===== config.mk =====
export PLATFORM = sky130hd
export DESIGN_NAME = incr_result_fifo_flat
export DESIGN_NICKNAME = d
export VERILOG_FILES = /design/src/rtl/incr_result_fifo_if.sv /design/src/rtl/incr_result_fifo.sv /design/src/flat_wrapper.sv
export SDC_FILE = /design/constraint.sdc
export NUM_CORES = 1
export LEC_CHECK = 0
export CORE_ASPECT_RATIO = 1.25
export CORE_MARGIN = 4
export CORE_UTILIZATION = 56
export DETAILED_ROUTE_END_ITERATION = 12
export HOLD_SLACK_MARGIN = 0.03
export PLACE_DENSITY = 0.83
export REMOVE_ABC_BUFFERS = 1
export SYNTH_ARGS = -nofsm -noshare
export SYNTH_HDL_FRONTEND = slang
export SYNTH_SLANG_ARGS = --single-unit

===== constraint.sdc =====
create_clock -name clk -period 4.6 [get_ports clk]
set_input_delay 0.46 -clock clk [delete_from_list [all_inputs] [get_ports clk]]
set_output_delay 0.46 -clock clk [all_outputs]
set_load 0.02 [all_outputs]

===== src/rtl/incr_result_fifo_if.sv =====
// Handshake bundle between the incrementer producer, the result FIFO and
// its consumer. The slave modport is the FIFO side; the master modport is
// the combined producer/consumer environment that drives the FIFO.
interface incr_result_fifo_if #(
    parameter int WIDTH     = 4,
    parameter int DEPTH     = 4,
    parameter int OVF_CNT_W = 8
);
    localparam int CNT_W = $clog2(DEPTH) + 1;

    // producer side
    logic                 in_valid;
    logic                 in_ready;
    logic [WIDTH-1:0]     in_out;
    logic                 in_overflow;

    // consumer side
    logic                 out_valid;
    logic                 out_ready;
    logic [WIDTH-1:0]     out_data;
    logic                 out_overflow;

    // status
    logic [CNT_W-1:0]     count;
    logic [OVF_CNT_W-1:0] ovf_count;

    modport slave (
        input  in_valid,
        input  in_out,
        input  in_overflow,
        input  out_ready,
        output in_ready,
        output out_valid,
        output out_data,
        output out_overflow,
        output count,
        output ovf_count
    );

    modport master (
        output in_valid,
        output in_out,
        output in_overflow,
        output out_ready,
        input  in_ready,
        input  out_valid,
        input  out_data,
        input  out_overflow,
        input  count,
        input  ovf_count
    );
endinterface


===== src/rtl/incr_result_fifo.sv =====
// incr_result_fifo: in-order buffer for incrementer results {overflow, out}.
// Holds up to DEPTH entries behind a valid/ready handshake on both sides and
// keeps a saturating count of accepted results that carried an overflow.
// There is no fall-through: a push into an empty FIFO shows at the head on
// the following cycle.
// Optional build macro INCR_FIFO_FULL_PASS_EN: when defined, a full FIFO
// accepts a new entry in the same cycle the consumer pops, at the cost of a
// combinational out_ready -> in_ready path. When undefined, in_ready depends
// on registered state only.
// DEPTH must be a power of two and at least 2 so the pointers wrap naturally.
module incr_result_fifo #(
    parameter int WIDTH     = 4,
    parameter int DEPTH     = 4,
    parameter int OVF_CNT_W = 8
) (
    input  logic                 clk,
    input  logic                 rst_n,
    incr_result_fifo_if.slave    bus
);
    localparam int PTR_W = $clog2(DEPTH);
    localparam int CNT_W = PTR_W + 1;

    // each entry stores {overflow, sum}
    logic [WIDTH:0]          mem [DEPTH];
    logic [PTR_W-1:0]        wr_ptr;
    logic [PTR_W-1:0]        rd_ptr;
    logic [CNT_W-1:0]        count_q;
    logic [OVF_CNT_W-1:0]    ovf_q;

    logic                    full;
    logic                    empty;
    logic                    push;
    logic                    pop;
    logic                    ovf_sat;
    logic [WIDTH:0]          head;

    assign full    = (count_q == CNT_W'(DEPTH));
    assign empty   = (count_q == '0);
    assign ovf_sat = (ovf_q == {OVF_CNT_W{1'b1}});

`ifdef INCR_FIFO_FULL_PASS_EN
    // a pop frees a slot in the same cycle, so a full FIFO can still accept
    assign bus.in_ready = !full || bus.out_ready;
`else
    // registered-only ready: a full FIFO waits one cycle after a pop
    assign bus.in_ready = !full;
`endif

    assign bus.out_valid = !empty;
    assign push          = bus.in_valid && bus.in_ready;
    assign pop           = bus.out_valid && bus.out_ready;

    assign bus.count     = count_q;
    assign bus.ovf_count = ovf_q;

    // head entry is masked to zero when empty so stale storage never leaks out
    always_comb begin
        head = '0;
        if (!empty) begin
            head = mem[rd_ptr];
        end
        bus.out_data     = head[WIDTH-1:0];
        bus.out_overflow = head[WIDTH];
    end

    // storage write; contents need no reset because empty masks the head
    always_ff @(posedge clk) begin
        if (push) begin
            mem[wr_ptr] <= {bus.in_overflow, bus.in_out};
        end
    end

    // write pointer advances on every accepted push, wrapping at DEPTH
    always_ff @(posedge clk or negedge rst_n) begin
        if (!rst_n) begin
            wr_ptr <= '0;
        end else if (push) begin
            wr_ptr <= wr_ptr + PTR_W'(1);
        end
    end

    // read pointer advances on every accepted pop, wrapping at DEPTH
    always_ff @(posedge clk or negedge rst_n) begin
        if (!rst_n) begin
            rd_ptr <= '0;
        end else if (pop) begin
            rd_ptr <= rd_ptr + PTR_W'(1);
        end
    end

    // occupancy: push alone grows, pop alone shrinks, both together hold
    always_ff @(posedge clk or negedge rst_n) begin
        if (!rst_n) begin
            count_q <= '0;
        end else begin
            case ({push, pop})
                2'b10:   count_q <= count_q + CNT_W'(1);
                2'b01:   count_q <= count_q - CNT_W'(1);
                default: count_q <= count_q;
            endcase
        end
    end

    // overflow events seen on accepted pushes, sticking at the maximum value
    always_ff @(posedge clk or negedge rst_n) begin
        if (!rst_n) begin
            ovf_q <= '0;
        end else if (push && bus.in_overflow && !ovf_sat) begin
            ovf_q <= ovf_q + OVF_CNT_W'(1);
        end
    end
endmodule


===== src/flat_wrapper.sv =====
// flat-port wrapper written by rule: the top's interface ports become plain ports
module incr_result_fifo_flat 
#(
    parameter int WIDTH     = 4,
    parameter int DEPTH     = 4,
    parameter int OVF_CNT_W = 8
)
  (clk, rst_n, bus_in_valid, bus_in_out, bus_in_overflow, bus_out_ready, bus_in_ready, bus_out_valid, bus_out_data, bus_out_overflow, bus_count, bus_ovf_count);
  incr_result_fifo_if #(.WIDTH(WIDTH), .DEPTH(DEPTH), .OVF_CNT_W(OVF_CNT_W)) bus_i ();
  input  logic clk;
  input  logic rst_n;
  input wire logic [$bits(bus_i.in_valid)-1:0] bus_in_valid;
  input wire logic [$bits(bus_i.in_out)-1:0] bus_in_out;
  input wire logic [$bits(bus_i.in_overflow)-1:0] bus_in_overflow;
  input wire logic [$bits(bus_i.out_ready)-1:0] bus_out_ready;
  output wire logic [$bits(bus_i.in_ready)-1:0] bus_in_ready;
  output wire logic [$bits(bus_i.out_valid)-1:0] bus_out_valid;
  output wire logic [$bits(bus_i.out_data)-1:0] bus_out_data;
  output wire logic [$bits(bus_i.out_overflow)-1:0] bus_out_overflow;
  output wire logic [$bits(bus_i.count)-1:0] bus_count;
  output wire logic [$bits(bus_i.ovf_count)-1:0] bus_ovf_count;
  assign bus_i.in_valid = bus_in_valid;
  assign bus_i.in_out = bus_in_out;
  assign bus_i.in_overflow = bus_in_overflow;
  assign bus_i.out_ready = bus_out_ready;
  assign bus_in_ready = bus_i.in_ready;
  assign bus_out_valid = bus_i.out_valid;
  assign bus_out_data = bus_i.out_data;
  assign bus_out_overflow = bus_i.out_overflow;
  assign bus_count = bus_i.count;
  assign bus_ovf_count = bus_i.ovf_count;
  incr_result_fifo #(.WIDTH(WIDTH), .DEPTH(DEPTH), .OVF_CNT_W(OVF_CNT_W)) u_core (.clk(clk), .rst_n(rst_n), .bus(bus_i));
endmodule

## Word-level counts from Yosys, hierarchy flattened

Memory sizes are Yosys's and may differ from the RTL's.
Cells that the tools add are included.

- Shift operators: 0
- Multiplexer cells: 4
- Reductions and logical operators: 9
- $add $sub $neg: 5
- $mul: 0
- Bitwise gates (word level): 0
- Div/mod/pow operators: 0
- Eq/ne operators: 4
- $lt $le $gt $ge: 0

Operators with widths:

| operator | count |
|---|---|
| 8-bit by 1-bit adder with 8-bit output, second input constant | 1 |
| 8-bit equality test, second input constant | 1 |
| 3-bit case mux with 2 select lines | 1 |
| 5-bit two-way mux | 1 |
| 2-bit by 1-bit adder with 2-bit output, second input constant | 2 |
| 1-bit logical AND | 4 |
| 3-bit by 1-bit adder with 3-bit output, second input constant | 1 |
| 3-bit equality test, second input constant | 1 |
| 1-bit logical NOT | 3 |
| 3-bit logical NOT | 1 |
| 3-bit by 1-bit subtractor with 3-bit output, second input constant | 1 |
| 2-bit by 1-bit equality test with 1-bit output, second input constant | 1 |
| 2-bit equality test, second input constant | 1 |
| 1-bit two-way mux | 2 |
| 2-bit nonzero test | 1 |

- ROM bits: 0
- Latch bits: 0
- Bits in writable memories: 20
- Memories kept: 1
- Flip-flop bits (word level): 15
- Output and inout bits: 18

Memories:

| memory | depth | width | rd ports | clocked after memory_dff | wr ports | RTL line | RTL |
|---|---|---|---|---|---|---|---|
| u_core.mem | 4 | 5 | 1 | 0 | 1 | incr_result_fifo.sv:24 | `logic [WIDTH:0] mem [DEPTH];` |

## Logic depth before layout (Yosys ltp)

- Word-level depth: 5
- Gate-level depth with buffers: 9
- Mapped depth without buffers: 8

## Worst setup path before layout

OpenSTA, ideal clock, no wires.

- Path kind: reg-to-reg
- From: register u_core.count_q[1] (netlist: u_core.bus.count[1])
- To: register u_core.count_q[2] (netlist: u_core.bus.count[2])
- Data required time: 4.469 ns
- Arrival: 2.144 ns
- Clock period less this slack: 2.275 ns
- Setup time: 0.131 ns
- Stages on the path, launching flop included: 10
- Path slack: 2.325 ns
- Cells stage by stage: dfrtp_1 or3_2 clkbuf_1 and2_1 ha_1 inv_1 fa_1 xor2_1 nor2_1 xor2_1

- Cells in the longest elaborated chain, start to end: 5

Ends and longest elaborated chain:

| what | RTL line | RTL |
|---|---|---|
| start: declaration | incr_result_fifo.sv:27 | `logic [CNT_W-1:0] count_q;` |
| start signal: assignment | incr_result_fifo.sv:97 | `2'b10: count_q <= count_q + CNT_W'(1);` |
| start signal: assignment | incr_result_fifo.sv:98 | `2'b01: count_q <= count_q - CNT_W'(1);` |
| start signal: assignment | incr_result_fifo.sv:99 | `default: count_q <= count_q;` |
| 3-bit logical NOT (*) | incr_result_fifo.sv:38 | `assign empty = (count_q == '0);` |
| 1-bit logical NOT (*) | incr_result_fifo.sv:49 | `assign bus.out_valid = !empty;` |
| via bus_out_valid | flat_wrapper.sv:17 | `output wire logic [$bits(bus_i.out_valid)-1:0] bus_out_valid;` |
| 1-bit logical AND (*) | incr_result_fifo.sv:51 | `assign pop = bus.out_valid && bus.out_ready;` |
| via u_core.pop | incr_result_fifo.sv:33 | `logic pop;` |
| 2-bit by 1-bit equality test with 1-bit output or 2-bit equality test (tied branches) | incr_result_fifo.sv:96 | `case ({push, pop})` |
| 3-bit case mux with 2 select lines or 2-bit nonzero test (tied branches) | n/a |  |

Mark *: on every way through the listed nets, which the timed path passes. The rest lies on a longest branch.
A chain may end at the register's enable or synchronous reset.

## Final worst setup path

- From: register u_core.rd_ptr[0]
- To: output port bus_out_data[0]

- Cells in the longest elaborated chain, start to end: 2

Ends and longest elaborated chain:

| what | RTL line | RTL |
|---|---|---|
| start: declaration | incr_result_fifo.sv:26 | `logic [PTR_W-1:0] rd_ptr;` |
| start signal: assignment | incr_result_fifo.sv:87 | `rd_ptr <= rd_ptr + PTR_W'(1);` |
| memory 4 x 5 bit | n/a |  |
| 5-bit two-way mux | incr_result_fifo.sv:59 | `if (!empty) begin` |
| end: declaration | flat_wrapper.sv:18 | `output wire logic [$bits(bus_i.out_data)-1:0] bus_out_data;` |

Every way passes these cells.

==> metrics <==
vias in the first global route 1058; via count between 900 and 1000; Hold Fails Final Rpt 0; maximum vdd drop ~0.4 mV; full die area around 0.0038 mm^2; Synth Area in Compound Gates approximately 3.2%; Critical-path top delay cell dfrtp_1; gpl congestion 0.7470; pwr/cell area 645.6 mW/mm^2; hold_buf cts 0; WL final 2.822 mm; post-synthesis share of cell area spent on and, or, nand and nor gates 12.37%; CP endpoint kind output pin; Row Count 21; die width ~56 um; max-slew violation count 0; clk sinks 35; Synth Area in Adders 5.914%; Detailed Place HPWL 2.158 mm; antenna violations before repair 0; Fill cells 194; Hold Slack 0.5113 ns; Synth async-reset ratio between 40% and 50%; largest family of logic cells by synthesized area simple AND/OR/NAND/NOR gates; Worst EP arrival 2.14 ns; worst relative slew slack 52.22%; ant diodes 0; Reg clk slew, reported paths 0.10 ns; largest fanout on the critical path 7; largest net degree at the start of global routing 16; Clock Tree Buf Depth 2; mean post-synth cell area about 15 um^2; Synth Cell Area between 0.0015 and 0.002 mm^2; gr usage total between 10% and 20%; CP required 4.14 ns; top-count cell post-synth edfxtp_1; Post-Synth XOR/XNOR Area ~3.8%; antenna viol nets, final 0; top_reg_cell synth edfxtp_1; CP delay by family, top flip-flops; sequential share of the synthesized area slightly above 60%; Worst Tran Pin Value 0.7144 ns; PortBufs 26; CTS H-Tree Depth 2; EDFF count, synth 20; Synth Instances 110; first-pass GRT wire length roughly 4.8 mm; Leak 0.0007640 uW; TNS Setup 0 ns; Area Overhead vs Synth 20.23%; # DRC 0; Distinct cells, synth 33; Setup Buffers After CTS 0; area of the core 0.002706 mm^2; Setup crit start kind flop; Yosys top cell by area edfxtp_1; share of layout cells above drive strength 1 17.27%; final period utilization between 50% and 60%; Via density 5.538; critical path class reg2out; cts bufs inserted 5; number of buffer and inverter stages on the critical path 1; gr ovfl total 0; top post-synthesis cells by count edfxtp_1 (20), dfrtp_1 (15), and2_1 (7), nand2_1 (7), ha_1 (6); Fmax achieved 0.3846 GHz; Boundary Pins 27; wire per inst 16.31 um; latest clock arrival within the worst-skew pair approximately 0.32 ns; DR iter-0 viols 22; outcome finished, final reports clean; Seq cells post-synth 35; worst path cell trace mux4_2, and2_1, clkdlybuf4s50_1; first-pass iteration count of the detailed router 6; unrepaired setup endpoints after global routing no; Die H 67.91 um; post-cts resize count 0; Yosys top cell area share 37.35%; crit-path max cell delay about 0.57 ns; clk_skew between 0.009 and 0.01 ns; mux share of post-synthesis cell area between 10% and 20%; Hold Path Class reg2reg; final net count roughly 160; final number of setup-violating endpoints 0; Area contributors post-synth edfxtp_1 (37%), dfrtp_1 (23%), mux4_2 (7.0%), ha_1 (4.7%), mux2_2 (2.8%); min Tclk post-route 2.600 ns; CTS tree yes; max cap viols 0; initial core utilization 59.41%; Syn. warnings 0; CTS root buf clkbuf_4
==> report_power, final <==
part	internal (uW)	switching, uW	leakage, uW
sequential	430	88.3	0.000366
combinational	304	278	0.000370
clock	54.1	94.1	0.0000285
==> per-layer routing <==
layer  wire length, um  track usage, %
met1              1139           18.59
met2              1505           31.51
met3               126           5.094
met4                51           7.715
met5                 0               0
==> cells in the final DEF, fill, tap and decap left out, drive strengths merged, types with 6 or more instances in the layout <==
master / n
ha: 6
and2: 7
and3: 6
dfrtp: 15
edfxtp: 20
nand2: 7
clkdlybuf4s50: 26
==> stage by stage <==
stage	utilization (%)	worst slack, ns	cell area (um^2)	total power [uW]	cells
finish	71.43	2.000	1933	1248	173
CTS	71.43	1.973	1933	1261	173
floorplan	-	2.336	1584	870.6	106
global route	71.43	1.890	1933	1331	173
detailed placement	69.72	2.286	1887	1114	166
global placement	69.72	2.332	1887	1082	166
==> final timing paths <==
check,cells after the start,start,endpoint,slack (ns)
min,1,u_core.bus.count[2],u_core.bus.count[2],0.51
max reg2reg,8,u_core.bus.count[0],u_core.bus.count[2],2.35
max,3,u_core.rd_ptr[0],bus_out_data[0],2.00
max in group asynchronous,1,rst_n,u_core.bus.ovf_count[2],3.59
min in group asynchronous,1,rst_n,u_core.bus.count[1],0.55
min reg2reg,1,u_core.bus.count[2],u_core.bus.count[2],0.51
==> cell families after synthesis <==
kind of cell    Yosys count
fa+ha+maj                 7
flops                    35
buf+inv                   9
mux                      11
simple gates             34
compound gates            7
xor+xnor                  7
==> flip-flops by register name, summed over array words and instances (netlist names) <==
register,flops
u_core.bus.count,3
u_core.bus.ovf_count,8
u_core.mem,20
u_core.rd_ptr,2
u_core.wr_ptr,2
==> final cells by class <==
type	count	area, um^2	area share [%]
sequential	35	975.9	50.49
clock inverter	2	8.758	0.4531
inverter	5	18.77	0.9709
timing repair buffer	26	260.3	13.46
tap	34	42.54	2.201
clock buffer	5	37.54	1.942
multi-input combinational	66	589.3	30.49
(Power assumes the default switching activity.)
==> variant: new RTL, same settings <==
`OVF_CNT_W` is set to 8 in 3 places; all go to 6.
--- a/src/rtl/incr_result_fifo_if.sv
+++ b/src/rtl/incr_result_fifo_if.sv
@@ -6,3 +6,3 @@
     parameter int DEPTH     = 4,
-    parameter int OVF_CNT_W = 8
+    parameter int OVF_CNT_W = 6
 );
--- a/src/rtl/incr_result_fifo.sv
+++ b/src/rtl/incr_result_fifo.sv
@@ -13,3 +13,3 @@
     parameter int DEPTH     = 4,
-    parameter int OVF_CNT_W = 8
+    parameter int OVF_CNT_W = 6
 ) (
--- a/src/flat_wrapper.sv
+++ b/src/flat_wrapper.sv
@@ -5,3 +5,3 @@
     parameter int DEPTH     = 4,
-    parameter int OVF_CNT_W = 8
+    parameter int OVF_CNT_W = 6
 )
Ports: changed (resized bus_ovf_count); port bits go from 27 to 25. No check against the original RTL was run, so the function may have changed too.
==> variant against the unedited design <==
  * Combinational power is 2% lower
  * Area after synthesis is 5.6% lower
  * Core utilization is 1.3 points higher
  * Setup slack worse by 9.7 ps
  * Sequential cell count is 2 lower
  * Final area is 5.9% lower
  * Die area is 4.9% lower
  * Wire length is 14% lower
  * Synthesized cell count is 7.3% lower
  * Sequential share of layout area is 0.41 points higher
  * Count of clock-buffer cells in the layout stayed put
  * Power is 2.4% lower
  * Critical path type unchanged
==> variant: results (changes against the unedited design) <==
Status: finished, final reports clean
Met3 Use GR: 4.74% (-0.35 points)
R2r startpoint: u_core.bus.count[0]
Post-CTS Setup Bufs: 0 (unchanged)
CP Capture Point: bus_out_data[3]
Max Root-Sink Buffers: 2 (unchanged)
HP Class: input pin to asynchronous set/reset pin
First-pass GRT wire length: 4180 µm (-14%)
Final WL: 2430 µm (-14%)
Vias in the first global route: 914 (-14%)
Vias post-DR: 868 (-9.4%)
R2R cell count: 9 (+1)
Met1 usage: 19.8% (+1.2 points)
Critical path fanouts, max: 7 (unchanged)
Clk_skew: 7.88 ps (-1.72 ps)
R2r setup slk: 2280 ps (-70 ps)
P_leak: 0.000722 µW (-5.5%)
EDFF count, synth: 20 (unchanged)
Detail Placement HPWL: 1840 µm (-15%)
Layout cells sized above 1: 18.6% (+1.3 points)
Clk_lat worst skew: 330 ps
Count of different cell masters after synthesis: 29 (-12%)
Iter 0 DRT Violations: 13 (-41%)
Port Buffers: 24 (-7.7%)
GR Util All Layers: 16.9% (-0.29 points)
CTS buffer count: 5 (unchanged)
Post-synth top cells: 20 x edfxtp_1, 13 x dfrtp_1, 7 x inv_1
Most flops, register: u_core.mem
Seq/Total Area, Yosys: 61.0% (+0.31 points)
Max VDD drop: 0.408 mV (-0.41%)
Nets: 144 (-7.1%)
Met2 usage: 28.0% (-3.5 points)
Drt first pass iters: 4 (-2)
Largest net degree at the start of global routing: 14 (-2)
Final WS setup: 1990 ps (-9.69 ps)
Asr flop ratio synth: 39.4% (-3.5 points)
Final GP Congestion: 0.737 (-1.4%)
Rel. slew slack: 60.5% (+8.3 points)
Resized Gates After CTS: 0 (unchanged)
# fillers: 170 (-12%)
Max reg flops: 20 (unchanged)
Ranking of synthesized cells by area: edfxtp_1 40%, dfrtp_1 21%, mux4_2 7.4%, ha_1 4.9%, and2_1 2.5%
Internal power: 769 µW (-2.4%)
[variant: worst max-delay path, cell delays in order, from the launching register on]
cell and delay (ps):
dfrtp_1 570, mux4_2 540, and2_1 170, clkdlybuf4s50_1 540
[variant: cells by family after synthesis]
logic type	after synthesis	share of synthesized area (%)
flip-flops	33	61.0
multiplexers	11	12.0
buffers and inverters	12	4.04
adder cells (fa/ha/maj)	7	6.27
AND/OR/NAND/NOR	31	12.4
XOR/XNOR	7	4.04
AO/OA/AOI/OAI	1	0.329
[variant: worst min path at each step]
stage / to / start
final: u_core.wr_ptr[0] / rst_n
after global routing: u_core.bus.ovf_count[1] / rst_n
after CTS: u_core.bus.ovf_count[2] / rst_n
after detailed placement: u_core.bus.count[2] / u_core.bus.count[2]
after global placement: u_core.bus.count[2] / u_core.bus.count[2]
after floorplan: u_core.bus.count[0] / rst_n
[variant: final cells by class]
type / count / area share, %
Sequential cell: 33 / 50.9
Multi-Input combinational cell: 57 / 29.2
Timing Repair Buffer: 24 / 13.2
Tap cell: 33 / 2.27
Clock buffer: 5 / 2.06
Inverter: 7 / 1.44
Clock inverter: 3 / 0.963
[variant: power by group through the flow]
stage / sequential [µW] / combinational [µW] / clock (µW)
finish: 495 / 569 / 154
global route: 515 / 622 / 175
detailed placement: 503 / 574 / 0
global placement: 496 / 560 / 0
CTS: 497 / 578 / 159
floorplan: 531 / 312 / 0
[variant: stage by stage]
stage,instance area (µm²),power [µW],std cells,hold slack (ps)
floorplan,1480,843,97,164
global placement,1760,1060,154,495
detailed placement,1760,1080,154,506
CTS,1820,1230,162,510
global route,1820,1310,162,504
finish,1820,1220,162,495
[variant: layer usage]
metal  up-vias  wire [µm]
met2        32       1320
li1        407          -
met1       424        911
met4         0         35
met3         5        164
met5         -          0
